$ cat config.mk
export PLATFORM = sky130hd
export DESIGN_NAME = pic_bus_ctrl
export DESIGN_NICKNAME = d
export VERILOG_FILES = /design/src/rtl/pic_bus_ctrl_pkg.sv /design/src/rtl/pic_bus_ctrl_sync.sv /design/src/rtl/pic_bus_ctrl.sv
export SDC_FILE = /design/constraint.sdc
export NUM_CORES = 1
export LEC_CHECK = 0
export BUFFER_PORTS_ARGS = -buffer_cell sky130_fd_sc_hd__buf_2
export CAP_MARGIN = 10
export CORE_MARGIN = 10
export CORE_UTILIZATION = 35
export CTS_CLUSTER_DIAMETER = 100
export DETAILED_ROUTE_END_ITERATION = 8
export MAX_ROUTING_LAYER = met4
export RECOVER_POWER = 25
export SLEW_MARGIN = 20
export SYNTH_ARGS = -nofsm -noshare
export SYNTH_HDL_FRONTEND = slang
export SYNTH_SLANG_ARGS = --single-unit
$ cat constraint.sdc
create_clock -name clk -period 2.31 [get_ports clk]
set_input_delay 0.1155 -clock clk [delete_from_list [all_inputs] [get_ports clk]]
set_output_delay 0.1155 -clock clk [all_outputs]
set_load 0.02 [all_outputs]
$ cat src/rtl/pic_bus_ctrl_pkg.sv
// Shared types and constants for the PIC bus-control slice.
package pic_pkg;

  // Initialisation / operation state of the command decoder
  typedef enum logic [2:0] {
    ST_ICW1  = 3'd0,
    ST_ICW2  = 3'd1,
    ST_ICW3  = 3'd2,
    ST_ICW4  = 3'd3,
    ST_READY = 3'd4
  } pic_state_t;

  // Command-byte bit positions
  localparam int ICW1_IC4  = 0;
  localparam int ICW1_SNGL = 1;
  localparam int ICW1_ID   = 4;
  localparam int OCW_SEL3  = 3;
  localparam int OCW3_RIS  = 0;
  localparam int OCW3_RR   = 1;
  localparam int OCW3_P    = 2;

  // Read-select encoding for the a0=0 read path
  localparam logic RSEL_IRR = 1'b0;
  localparam logic RSEL_ISR = 1'b1;

endpackage

$ cat src/rtl/pic_bus_ctrl_sync.sv
// Synchroniser for the CPU bus pins, with a one-cycle-older copy of every
// synchronised signal so the decoder can see edges and pre-edge values.
module pic_bus_sync #(
  parameter int DW          = 8,
  parameter int SYNC_STAGES = 2
) (
  input  logic          clk,
  input  logic          rst,
  input  logic          cs_n_i,
  input  logic          rd_n_i,
  input  logic          wr_n_i,
  input  logic          a0_i,
  input  logic [DW-1:0] din_i,
  output logic          cs_s_o,
  output logic          rd_s_o,
  output logic          wr_s_o,
  output logic          a0_s_o,
  output logic          cs_p_o,
  output logic          rd_p_o,
  output logic          wr_p_o,
  output logic          a0_p_o,
  output logic [DW-1:0] din_p_o,
  output logic          wr_rise_o
);

  localparam int W = DW + 4;
  // Idle bus: strobes and chip select high, address/data low
  localparam logic [W-1:0] IDLE = {3'b111, {(DW + 1){1'b0}}};

  logic [W-1:0] stg_q [SYNC_STAGES];
  logic [W-1:0] prev_q;

  // Shift the packed pin vector through the sync chain and keep one older copy
  always_ff @(posedge clk) begin
    if (rst) begin
      for (int i = 0; i < SYNC_STAGES; i++) stg_q[i] <= IDLE;
      prev_q <= IDLE;
    end else begin
      stg_q[0] <= {cs_n_i, rd_n_i, wr_n_i, a0_i, din_i};
      for (int i = 1; i < SYNC_STAGES; i++) stg_q[i] <= stg_q[i-1];
      prev_q <= stg_q[SYNC_STAGES-1];
    end
  end

  assign cs_s_o    = stg_q[SYNC_STAGES-1][W-1];
  assign rd_s_o    = stg_q[SYNC_STAGES-1][W-2];
  assign wr_s_o    = stg_q[SYNC_STAGES-1][W-3];
  assign a0_s_o    = stg_q[SYNC_STAGES-1][DW];
  assign cs_p_o    = prev_q[W-1];
  assign rd_p_o    = prev_q[W-2];
  assign wr_p_o    = prev_q[W-3];
  assign a0_p_o    = prev_q[DW];
  assign din_p_o   = prev_q[DW-1:0];
  assign wr_rise_o = wr_s_o & ~wr_p_o;

endmodule

$ cat src/rtl/pic_bus_ctrl.sv
// PIC data-bus buffer and read/write control: ICW/OCW decode and read-back.
module pic_bus_ctrl
  import pic_pkg::*;
#(
  parameter int DW          = 8,
  parameter int SYNC_STAGES = 2
) (
  input  logic          clk,
  input  logic          rst,
  input  logic          cs_n,
  input  logic          rd_n,
  input  logic          wr_n,
  input  logic          a0,
  input  logic [DW-1:0] din,
  output logic [DW-1:0] dout,
  output logic          dout_oe,
  input  logic [7:0]    irr,
  input  logic [7:0]    isr,
  output logic [7:0]    imr,
  output logic [7:0]    icw1_q,
  output logic [7:0]    icw2_q,
  output logic [7:0]    icw3_q,
  output logic [7:0]    icw4_q,
  output logic          init_done,
  output logic          ocw2_stb,
  output logic [7:0]    ocw2_q,
  output logic          poll_stb,
  output logic          bus_err
);

  logic          cs_s, rd_s, wr_s, a0_s;
  logic          cs_p, rd_p, wr_p, a0_p;
  logic [DW-1:0] din_p;
  logic          wr_rise;

  pic_bus_sync #(.DW(DW), .SYNC_STAGES(SYNC_STAGES)) u_sync (
    .clk(clk), .rst(rst),
    .cs_n_i(cs_n), .rd_n_i(rd_n), .wr_n_i(wr_n), .a0_i(a0), .din_i(din),
    .cs_s_o(cs_s), .rd_s_o(rd_s), .wr_s_o(wr_s), .a0_s_o(a0_s),
    .cs_p_o(cs_p), .rd_p_o(rd_p), .wr_p_o(wr_p), .a0_p_o(a0_p),
    .din_p_o(din_p), .wr_rise_o(wr_rise)
  );

  pic_state_t    state_q;
  logic [7:0]    imr_q;
  logic          rsel_q;
  logic          cmt_q;
  logic          cmd_a0_q;
  logic [7:0]    cmd_d_q;
  logic [DW-1:0] dout_q;
  logic [DW-1:0] dout_d;
  logic [7:0]    rd_sel_d;
  logic          oe_d;
  logic          dout_oe_q;
  logic          bus_err_q;
  logic          ocw2_stb_q;
  logic          poll_stb_q;

  // Latch a commit on the rising write strobe using the pre-edge bus values
  always_ff @(posedge clk) begin
    if (rst) begin
      cmt_q    <= 1'b0;
      cmd_a0_q <= 1'b0;
      cmd_d_q  <= 8'h00;
    end else begin
      cmt_q    <= wr_rise & ~cs_p & rd_p;
      cmd_a0_q <= a0_p;
      cmd_d_q  <= din_p[7:0];
    end
  end

  // Command decoder: ICW sequence, OCW handling and one-cycle strobes
  always_ff @(posedge clk) begin
    if (rst) begin
      state_q    <= ST_ICW1;
      imr_q      <= 8'hFF;
      icw1_q     <= 8'h00;
      icw2_q     <= 8'h00;
      icw3_q     <= 8'h00;
      icw4_q     <= 8'h00;
      ocw2_q     <= 8'h00;
      rsel_q     <= RSEL_IRR;
      ocw2_stb_q <= 1'b0;
      poll_stb_q <= 1'b0;
    end else begin
      ocw2_stb_q <= 1'b0;
      poll_stb_q <= 1'b0;
      if (cmt_q) begin
        if (!cmd_a0_q && cmd_d_q[ICW1_ID]) begin
          // ICW1 restarts the sequence from any state
          icw1_q  <= cmd_d_q;
          imr_q   <= 8'h00;
          icw3_q  <= 8'h00;
          icw4_q  <= 8'h00;
          rsel_q  <= RSEL_IRR;
          state_q <= ST_ICW2;
        end else begin
          case (state_q)
            ST_ICW2: begin
              if (cmd_a0_q) begin
                icw2_q <= cmd_d_q;
                if (!icw1_q[ICW1_SNGL])    state_q <= ST_ICW3;
                else if (icw1_q[ICW1_IC4]) state_q <= ST_ICW4;
                else                       state_q <= ST_READY;
              end
            end
            ST_ICW3: begin
              if (cmd_a0_q) begin
                icw3_q  <= cmd_d_q;
                state_q <= icw1_q[ICW1_IC4] ? ST_ICW4 : ST_READY;
              end
            end
            ST_ICW4: begin
              if (cmd_a0_q) begin
                icw4_q  <= cmd_d_q;
                state_q <= ST_READY;
              end
            end
            ST_READY: begin
              if (cmd_a0_q) begin
                imr_q <= cmd_d_q;
              end else if (!cmd_d_q[OCW_SEL3]) begin
                ocw2_q     <= cmd_d_q;
                ocw2_stb_q <= 1'b1;
              end else begin
                if (cmd_d_q[OCW3_RR]) rsel_q <= cmd_d_q[OCW3_RIS];
                if (cmd_d_q[OCW3_P])  poll_stb_q <= 1'b1;
              end
            end
            default: begin
              // ST_ICW1 accepts nothing but ICW1
            end
          endcase
        end
      end
    end
  end

  // Read-back mux, zero-extended and forced to zero while not driving
  always_comb begin
    oe_d     = ~cs_s & ~rd_s & wr_s;
    rd_sel_d = 8'h00;
    dout_d   = '0;
    if (a0_s)                     rd_sel_d = imr_q;
    else if (rsel_q == RSEL_ISR)  rd_sel_d = isr;
    else                          rd_sel_d = irr;
    if (oe_d) dout_d[7:0] = rd_sel_d;
    else      dout_d[7:0] = 8'h00;
  end

  // Register the read data, drive enable and contention pulse
  always_ff @(posedge clk) begin
    if (rst) begin
      dout_q    <= '0;
      dout_oe_q <= 1'b0;
      bus_err_q <= 1'b0;
    end else begin
      dout_q    <= dout_d;
      dout_oe_q <= oe_d;
      bus_err_q <= (~cs_s & ~rd_s & ~wr_s) & ~(~cs_p & ~rd_p & ~wr_p);
    end
  end

  assign dout      = dout_q;
  assign dout_oe   = dout_oe_q;
  assign imr       = imr_q;
  assign init_done = (state_q == ST_READY);
  assign ocw2_stb  = ocw2_stb_q;
  assign poll_stb  = poll_stb_q;
  assign bus_err   = bus_err_q;

endmodule
* Word level (Yosys, flattened, before mapping)
Memories as Yosys holds them, arrays and structs flattened.
Cells that the tools add are included.
** Storage, ports and cells
- Output and inout bits :: 61
- RAM bits :: 24
- Memories :: 1
- Bits in registers :: 85
- Word-level logic and storage cells :: 98
- Bits of input ports :: 30
** Operators by class
- Reduce and logical (&&, ||, !) cells :: 20
- Bitwise logic cells :: 24
- Multiplexer cells :: 28
- Equal/unequal tests :: 8
** Memories
- u_sync.stg_q :: words 2, bits a word 12, rd ports 2, clocked after memory_dff 0, write ports 2, RTL line pic_bus_ctrl_sync.sv:30 : logic [W-1:0] stg_q [SYNC_STAGES];
** Operators by type and width (count)
- 8-bit 2-to-1 mux :: 9
- 12-bit 2-to-1 mux :: 2
- 3-bit 2-to-1 mux :: 6
- 5-bit AND reduction :: 3
- 1-bit inverter :: 13
- 2-bit nonzero test :: 6
- 1-bit 2-to-1 mux :: 10
- 1-bit AND :: 9
- 3-bit inequality test (second input constant) :: 3
- 3-bit one-hot mux with 3 select lines :: 1
- 3-bit AND reduction :: 3
- 3-bit by 2-bit equality test with 1-bit output (second input constant) :: 2
- 6-bit OR reduction :: 1
- 5-bit OR reduction :: 1
- 4-bit AND reduction :: 1
- 4-bit nonzero test :: 1
- 3-bit by 1-bit equality test with 1-bit output (second input constant) :: 1
- 3-bit equality test (second input constant) :: 1
- 2-bit by 1-bit inequality test with 1-bit output (second input constant) :: 1
- 1-bit bitwise OR :: 2
- 2-bit AND reduction :: 1
- 2-bit OR reduction :: 1
- 1-bit logical AND :: 1
- 1-bit zero test :: 1

* Depth between registers and ports, before layout
Gate-level depths: netlist of the first run.
An unclocked memory read counts as a cell.
- Depth in word-level cells :: 6
- Mapped depth :: 5
- Mapped depth without buffers :: 3

* By module
A second synthesis of the first run with hierarchy kept.
** Unflattened totals
- Cell total of the unflattened synthesis :: 386
- Area total of the unflattened synthesis :: 3781.1 um2
** By module, submodules not included
- pic_bus_ctrl :: cells each 310, area each 2801.4 um2, sequential area each 1461.4 um2, times used 1
- pic_bus_sync :: cells each 76, area each 979.7 um2, sequential area each 720.7 um2, times used 1

* Worst setup path before layout of the first run
OpenSTA, ideal clock, no wires.
- Kind :: reg-to-reg
- Start point :: reg state_q[0]
- End point :: reg ocw2_q[0]
- Slack :: 0.870 ns
- Period minus slack after synthesis :: 1.440 ns
- Path buffers :: 1
- Arrival time :: 1.368 ns
- Cell stages (with the launch flop) :: 5
- Data required time :: 2.238 ns
- Setup time :: 0.072 ns
- Cell sequence :: dfxtp_1 buf_6 or2_4 nor4_4 mux2i_1
** On the way
- Cells in the longest elaborated chain, start to end :: 2
** Ends and longest elaborated chain
- from (decl) :: RTL line pic_bus_ctrl.sv:44 : pic_state_t state_q;
- from (signal assigned) :: RTL line pic_bus_ctrl.sv:110 : state_q <= icw1_q[ICW1_IC4] ? ST_ICW4 : ST_READY;
- 3-bit equality test :: RTL line pic_bus_ctrl.sv:98 : case (state_q)
- 5-bit AND reduction (no source line)
- to (signal assigned) :: RTL line pic_bus_ctrl.sv:123 : ocw2_q <= cmd_d_q;
- to (decl) :: RTL line pic_bus_ctrl.sv:26 : output logic [7:0] ocw2_q,
No other way between the ends.
A chain may end at the register's enable or synchronous reset.

* Worst setup path in the final report of the first run
- Start point :: reg cmd_a0_q
- End point :: reg icw2_q[0]
** On the way
- Cells in the longest elaborated chain, start to end :: 4
** Ends and longest elaborated chain
- from (decl) :: RTL line pic_bus_ctrl.sv:48 : logic cmd_a0_q;
- from (signal assigned) :: RTL line pic_bus_ctrl.sv:67 : cmd_a0_q <= a0_p;
- 1-bit zero test :: RTL line pic_bus_ctrl.sv:89 : if (!cmd_a0_q && cmd_d_q[ICW1_ID]) begin
- 1-bit logical AND :: RTL line pic_bus_ctrl.sv:89
- 1-bit inverter (no source line)
- 4-bit AND reduction (no source line) *
- to (signal assigned) :: RTL line pic_bus_ctrl.sv:101 : icw2_q <= cmd_d_q;
- to (decl) :: RTL line pic_bus_ctrl.sv:21 : output logic [7:0] icw2_q,
Mark *: on every way between the ends. The rest lies on a longest branch, timed or not.

==> qor.csv, run 1 <==
stage,metric,value,unit
sta,worst_slew_margin_rel,41.2,%
run,maxCapViolCount,0,
synth,yosysSeqAreaShare,56.9,%
worst_setup_path,slowest_delay,650,ps
global_routing,track_usage,11.8,%
global_routing,grt_pass1_vias,2831,
worst_setup_path,rr_startpoint,cmd_a0_q,
worst_setup_path,cp.arrival,1950,ps
drt,ant_nets,0,
drt,vias,2848,
final_layout,nFillCells,1020,
sta,tightest_slew,882,ps
placement,dp_slack,635,ps
floorplan,io_pins,91,
final_layout,area_delta_synth_final,22.7,%
global_routing,grt_pass1_wl,14800,um
drt,wl,8840,um
synth,synthArstFlopShare,0,%
synth,synth_edf_count,0,
run_status,status,finished clean,
power,vdd_drop_max,0.000398,V
worst_hold_path,hp-start,isr[4],
drt,drc,0,
sta,fin_ws,598,ps
drt,viasPerCell,4.62,
placement,hpwl,6370,um
synth,syn_inst,381,
placement,dpl_cell_area,4380,um2
sta,fmax,584,MHz
sta,finalHoldViolCount,0,
floorplan,core-area,10800,um2
final_layout,drive_gt1_share,27.5,%
floorplan,die_y,125,um
worst_setup_path,startpoint,cmd_a0_q,
cts,clk_path_buf_depth,2,
final_layout,diodes,0,
sta,finClkSkew,11.3,ps
synth,yosysWarnings,0,
floorplan,rows,38,
cts,clkTransAtPathRegs,100,ps
worst_setup_path,timing.critical_path.buf_inv,0,
final_layout,nets,501,
final_layout,post-route-cell-area,4700,um2
global_routing,antenna_found_initial,0,
sta,setup_viol,0,
drt,drt_pass1_iterations,4,
sta,worst_hold_slack,93.8,ps
sta,drv_slew,0,
drt,drt-wirelength-per-cell,14.4,um
sta,setup_tns,0,ps
global_routing,overflow,0,
floorplan,start_util,35.5,%
placement,gp_congestion,0.825,
synth,syn_avg_cell_area,10.1,um2
final_layout,final_common_cell,dfxtp_1,
sta,rsz0062_at_grt,false,
synth,ys_types,40,
worst_hold_path,hp-class,in -> reg,
worst_setup_path,slowest_stage,dfxtp_1,
cts,cts_root_buffer,clkbuf_8,
final_layout,final_cell_mix,"dfxtp_1 (109), buf_2 (88), nand2_1 (56), nor2b_1 (41), mux2i_1 (30)",
cts,htreeDepth,3,
worst_setup_path,crit_chain,and3b_1 -> nand3b_1 -> mux2i_1,
synth,synth-seq-cells,109,
worst_setup_path,worstSetupEndpointType,flip-flop,
synth,syn_area,3830,um2
worst_setup_path,cp_data_required_time,2550,ps
power,power_density,682,nW/um2
cts,cts_tree,done,
global_routing,grt_max_degree,49,
worst_setup_path,crit_path_max_fanout,18,
power,p_leak,2.01,nW
worst_setup_path,critPathLaunchType,flip-flop,
sta,fin_crit_sh,74.1,%
synth,synth_ff_type,dfxtp_1,
cts,numClockSinks,109,
cts,clock_latency,360,ps
synth,synth_nets,411,
drt,drt_iter0_drc,199,
floorplan,die_w,125,um
cts,numCtsBuffers,9,
sta,fin_crit,1710,ps
worst_setup_path,criticalPathCategory,reg -> reg,
worst_setup_path,critPathTopFamily,simple AND/OR/NAND/NOR gates,
floorplan,dieArea,15500,um2
placement,port_buffers,89,
[where the power goes]
group	switching [W]	total (W)	internal, W
logic	0.0000512	0.000112	0.0000607
registers	0.0000152	0.00192	0.00191
clock network	0.000615	0.00118	0.000561
[metrics by stage]
step	power (W)	cells	utilization (%)
4_1_cts	0.00325	616	43.6
5_1_grt	0.00334	616	43.6
3_3_place_gp	0.00206	588	40.6
3_5_place_dp	0.00207	588	40.6
2_1_floorplan	0.00203	381	-
6_report	0.00321	616	43.6
[Yosys cell counts (all sizes together), types with 2 or more instances]
library cell / n / area [um2]
dfxtp: 109 / 2180
nand2: 56 / 210
nor2b: 41 / 257
mux2i: 30 / 300
clkbuf: 17 / 63.8
nand3: 16 / 85.1
buf: 12 / 63.8
or2: 11 / 71.3
nor2: 10 / 37.5
nand4: 8 / 50.1
a21oi: 7 / 35.0
mux2: 7 / 78.8
o22ai: 7 / 43.8
nor4: 6 / 52.6
o211ai: 6 / 45.0
a211oi: 4 / 30.0
inv: 4 / 15.0
o21ai: 4 / 20.0
nand2b: 3 / 18.8
nand3b: 3 / 22.5
nor3: 3 / 15.0
a41oi: 2 / 17.5
and3b: 2 / 17.5
nor3b: 2 / 15.0
o2bb2ai: 2 / 17.5
[flip-flops by register name, summed over array words and instances (netlist names), 3 cells and up]
register / cells
u_sync.stg_q: 24
icw2_q: 8
icw1_q: 8
icw3_q: 8
icw4_q: 8
u_sync.prev_q: 12
cmd_d_q: 8
imr: 8
dout: 8
ocw2_q: 7
state_q: 3
[worst register-to-register path, stage by stage, from the launching register on]
cell      delay (ps)
dfxtp_1          650
and3b_1          350
nand3b_1         380
mux2i_1          220
[area by class of cell]
| cell class | count | area (um2) | share of cell area [%] |
|---|---|---|---|
| Clock inverter | 5 | 58.8 | 1.25 |
| Clock buffer | 11 | 151 | 3.22 |
| Sequential cell | 109 | 2180 | 46.4 |
| Inverter | 4 | 15.0 | 0.319 |
| Tap cell | 140 | 175 | 3.73 |
| Timing Repair Buffer | 108 | 611 | 13.0 |
| Multi-Input combinational cell | 239 | 1510 | 32.1 |
[logic make-up (layout without fill, tap and decap cells)]
| family | count (synthesis) | in the layout | synth area share [%] |
|---|---|---|---|
| flip-flops | 109 | 109 | 56.9 |
| AO/OA/AOI/OAI | 37 | 37 | 6.46 |
| other | 1 | 1 | 0.0978 |
| multiplexers | 37 | 37 | 9.89 |
| buffers and inverters | 33 | 128 | 3.72 |
| AND/OR/NAND/NOR | 164 | 164 | 22.9 |
[final timing paths]
path	endpoint	slack, ps	cells past startpoint
setup / recovery	icw2_q[0]	600	3
hold / removal	dout[4]	90	3
setup reg to reg	icw2_q[0]	600	3
hold reg to reg	u_sync.stg_q[0][21]	420	1
[per-layer routing]
layer  vias to the layer above  GRT usage [%]  wire [um]
li1                       1468              -          -
met4                         0           3.98         77
met5                         -              -          0
met2                        78           19.0       4210
met3                         8           3.70        498
met1                      1294           13.6       4060
[repair_timing]
item | in CTS | in global routing
endpoints found under the setup margin | 0 | 0
resized for setup | 0 | 0
endpoints found under the hold margin | 12 | 0
buffers inserted | 0 | 0
hold buffers | 12 | 0
(Power assumes the default switching activity.)
==> run 2: changes to the inputs <==
==> constraint.sdc (replaced) <==
create_clock -name clk -period 1.8 [get_ports clk]
set_input_delay 0.09 -clock clk [delete_from_list [all_inputs] [get_ports clk]]
set_output_delay 0.09 -clock clk [all_outputs]
set_load 0.02 [all_outputs]
==> qor.csv, run 2 (synthesized netlist as in run 1, its figures left out) <==
stage,metric,value,unit
sta,fin_crit_sh,91.9,%
power,fin_total_pwr,0.00408,W
placement,port_buffers,89,
worst_hold_path,holdPathStages,3,
drt,drc,0,
global_routing,grt_max_degree,48,
sta,setup_viol,0,
final_layout,diodes,0,
cts,cts_tree,done,
drt,drt_pass1_iterations,6,
sta,rsz0062_at_grt,false,
cts,clk_path_buf_depth,2,
final_layout,regMostFlops,u_sync.stg_q,
worst_setup_path,r2r_cells,3,
sta,drv_slew,0,
cts,numClockSinks,109,
floorplan,start_util,35.5,%
cts,htreeDepth,3,
power,vdd_drop_max,0.000344,V
drt,wl,9110,um
sta,tightest_slew,798,ps
sta,worst_slew_margin_rel,46.8,%
worst_setup_path,criticalPathCategory,reg -> out,
sta,fin_ws,146,ps
global_routing,antenna_found_initial,0,
global_routing,track_usage,11.6,%
floorplan,io_pins,91,
global_routing,overflow,0,
run,maxCapViolCount,0,
drt,drt-wirelength-per-cell,14.7,um
floorplan,die_w,125,um
cts,clock_latency,370,ps
drt,vias,2897,
sta,finClkSkew,14.8,ps
final_layout,area_delta_synth_final,23.6,%
sta,fin_crit,1650,ps
cts,numCtsBuffers,9,
final_layout,reg_top3,"u_sync.stg_q (24), u_sync.prev_q (12)",
placement,hpwl,6580,um
worst_hold_path,hp-class,in -> reg,
floorplan,rows,38,
sta,setup_tns,0,ps
cts,cts_resized,0,
final_layout,nets,506,
drt,drt_iter0_drc,167,
cts,cts_root_buffer,clkbuf_8,
placement,gp_congestion,0.828,
power,p_leak,2.04,nW
drt,viasPerCell,4.67,
run_status,status,finished clean,
worst_setup_path,cp_data_required_time,1710,ps
sta,finalHoldViolCount,0,
sta,fmax,605,MHz
power,power_density,862,nW/um2
worst_setup_path,worstSetupEndpointType,primary output,
drt,ant_nets,0,
worst_setup_path,cp.arrival,1560,ps
final_layout,final_common_cell,dfxtp_1,
global_routing,grt_pass1_wl,14500,um
final_layout,drive_gt1_share,28.3,%
final_layout,final_cell_mix,"dfxtp_1 (109), buf_2 (88), nand2_1 (56), nor2b_1 (41), mux2i_1 (30)",
floorplan,dieArea,15500,um2
worst_setup_path,critPathLaunchType,flip-flop,
placement,dp_slack,364,ps
cts,clkTransAtPathRegs,100,ps
floorplan,core-area,10800,um2
global_routing,grt_pass1_vias,2783,
floorplan,die_y,125,um
worst_setup_path,crit_path_max_fanout,10,
final_layout,largest_reg_flops,24,
[run 2: changes by cell type in the layout (fill, tap and decap cells not counted), sizes merged]
cell / delta
buf: +5
clkbuf: -2
clkinv: +2
clkinvlp: -1
inv: +1
[run 2: cell type report]
class	instances	area (um2)
Fill cell	1069	6050
Sequential cell	109	2180
Multi-Input combinational cell	239	1510
Timing Repair Buffer	113	661
Tap cell	140	175
Clock buffer	9	124
Clock inverter	7	73.8
Inverter	4	15.0
[run 2: critical path, stage by stage (launching register included)]
cell and delay, ps:
dfxtp_1 460, nor3b_1 320, buf_4 230, buf_2 190
[run 2: path summary, 6_finish.rpt]
check                                        start  slack [ps]                  end
worst max-delay path                    state_q[2]         150            init_done
worst min-delay path                        isr[4]          60              dout[4]
worst max register to register          state_q[1]         310            icw3_q[5]
worst min register to register  u_sync.stg_q[0][9]         410  u_sync.stg_q[0][21]
[run 2: timing repair]
| action | 4_1_cts | 5_1_grt |
|---|---|---|
| hold endpoints to repair | 12 | 0 |
| buffers inserted | 0 | 0 |
| hold buffers | 12 | 0 |
[run 2: layer usage]
metal  GRT usage [%]  share of wire, %  vias to the layer above
met1            13.9                45                     1320
li1                -                 -                     1477
met2            18.1                48                       90
met5               -                 0                        -
met4            3.70               1.2                        0
met3            3.62               6.3                       10
[run 2: stage by stage]
step | hold slack, ps | utilization (%) | cells | cell area (um2)
after CTS | 45.5 | 44.0 | 621 | 4750
after global routing | 65.0 | 43.9 | 621 | 4740
after global placement | 274 | 41.0 | 593 | 4430
after detailed placement | 276 | 41.0 | 593 | 4430
after floorplan | 194 | - | 381 | 3830
final | 61.7 | 43.9 | 621 | 4740
[run 2: where the power goes]
part           internal (W)  leakage, nW  total, W  switching, W
registers           0.00245        0.885   0.00247     0.0000196
clock network      0.000649       0.0996   0.00147      0.000821
logic             0.0000812         1.06  0.000149     0.0000680
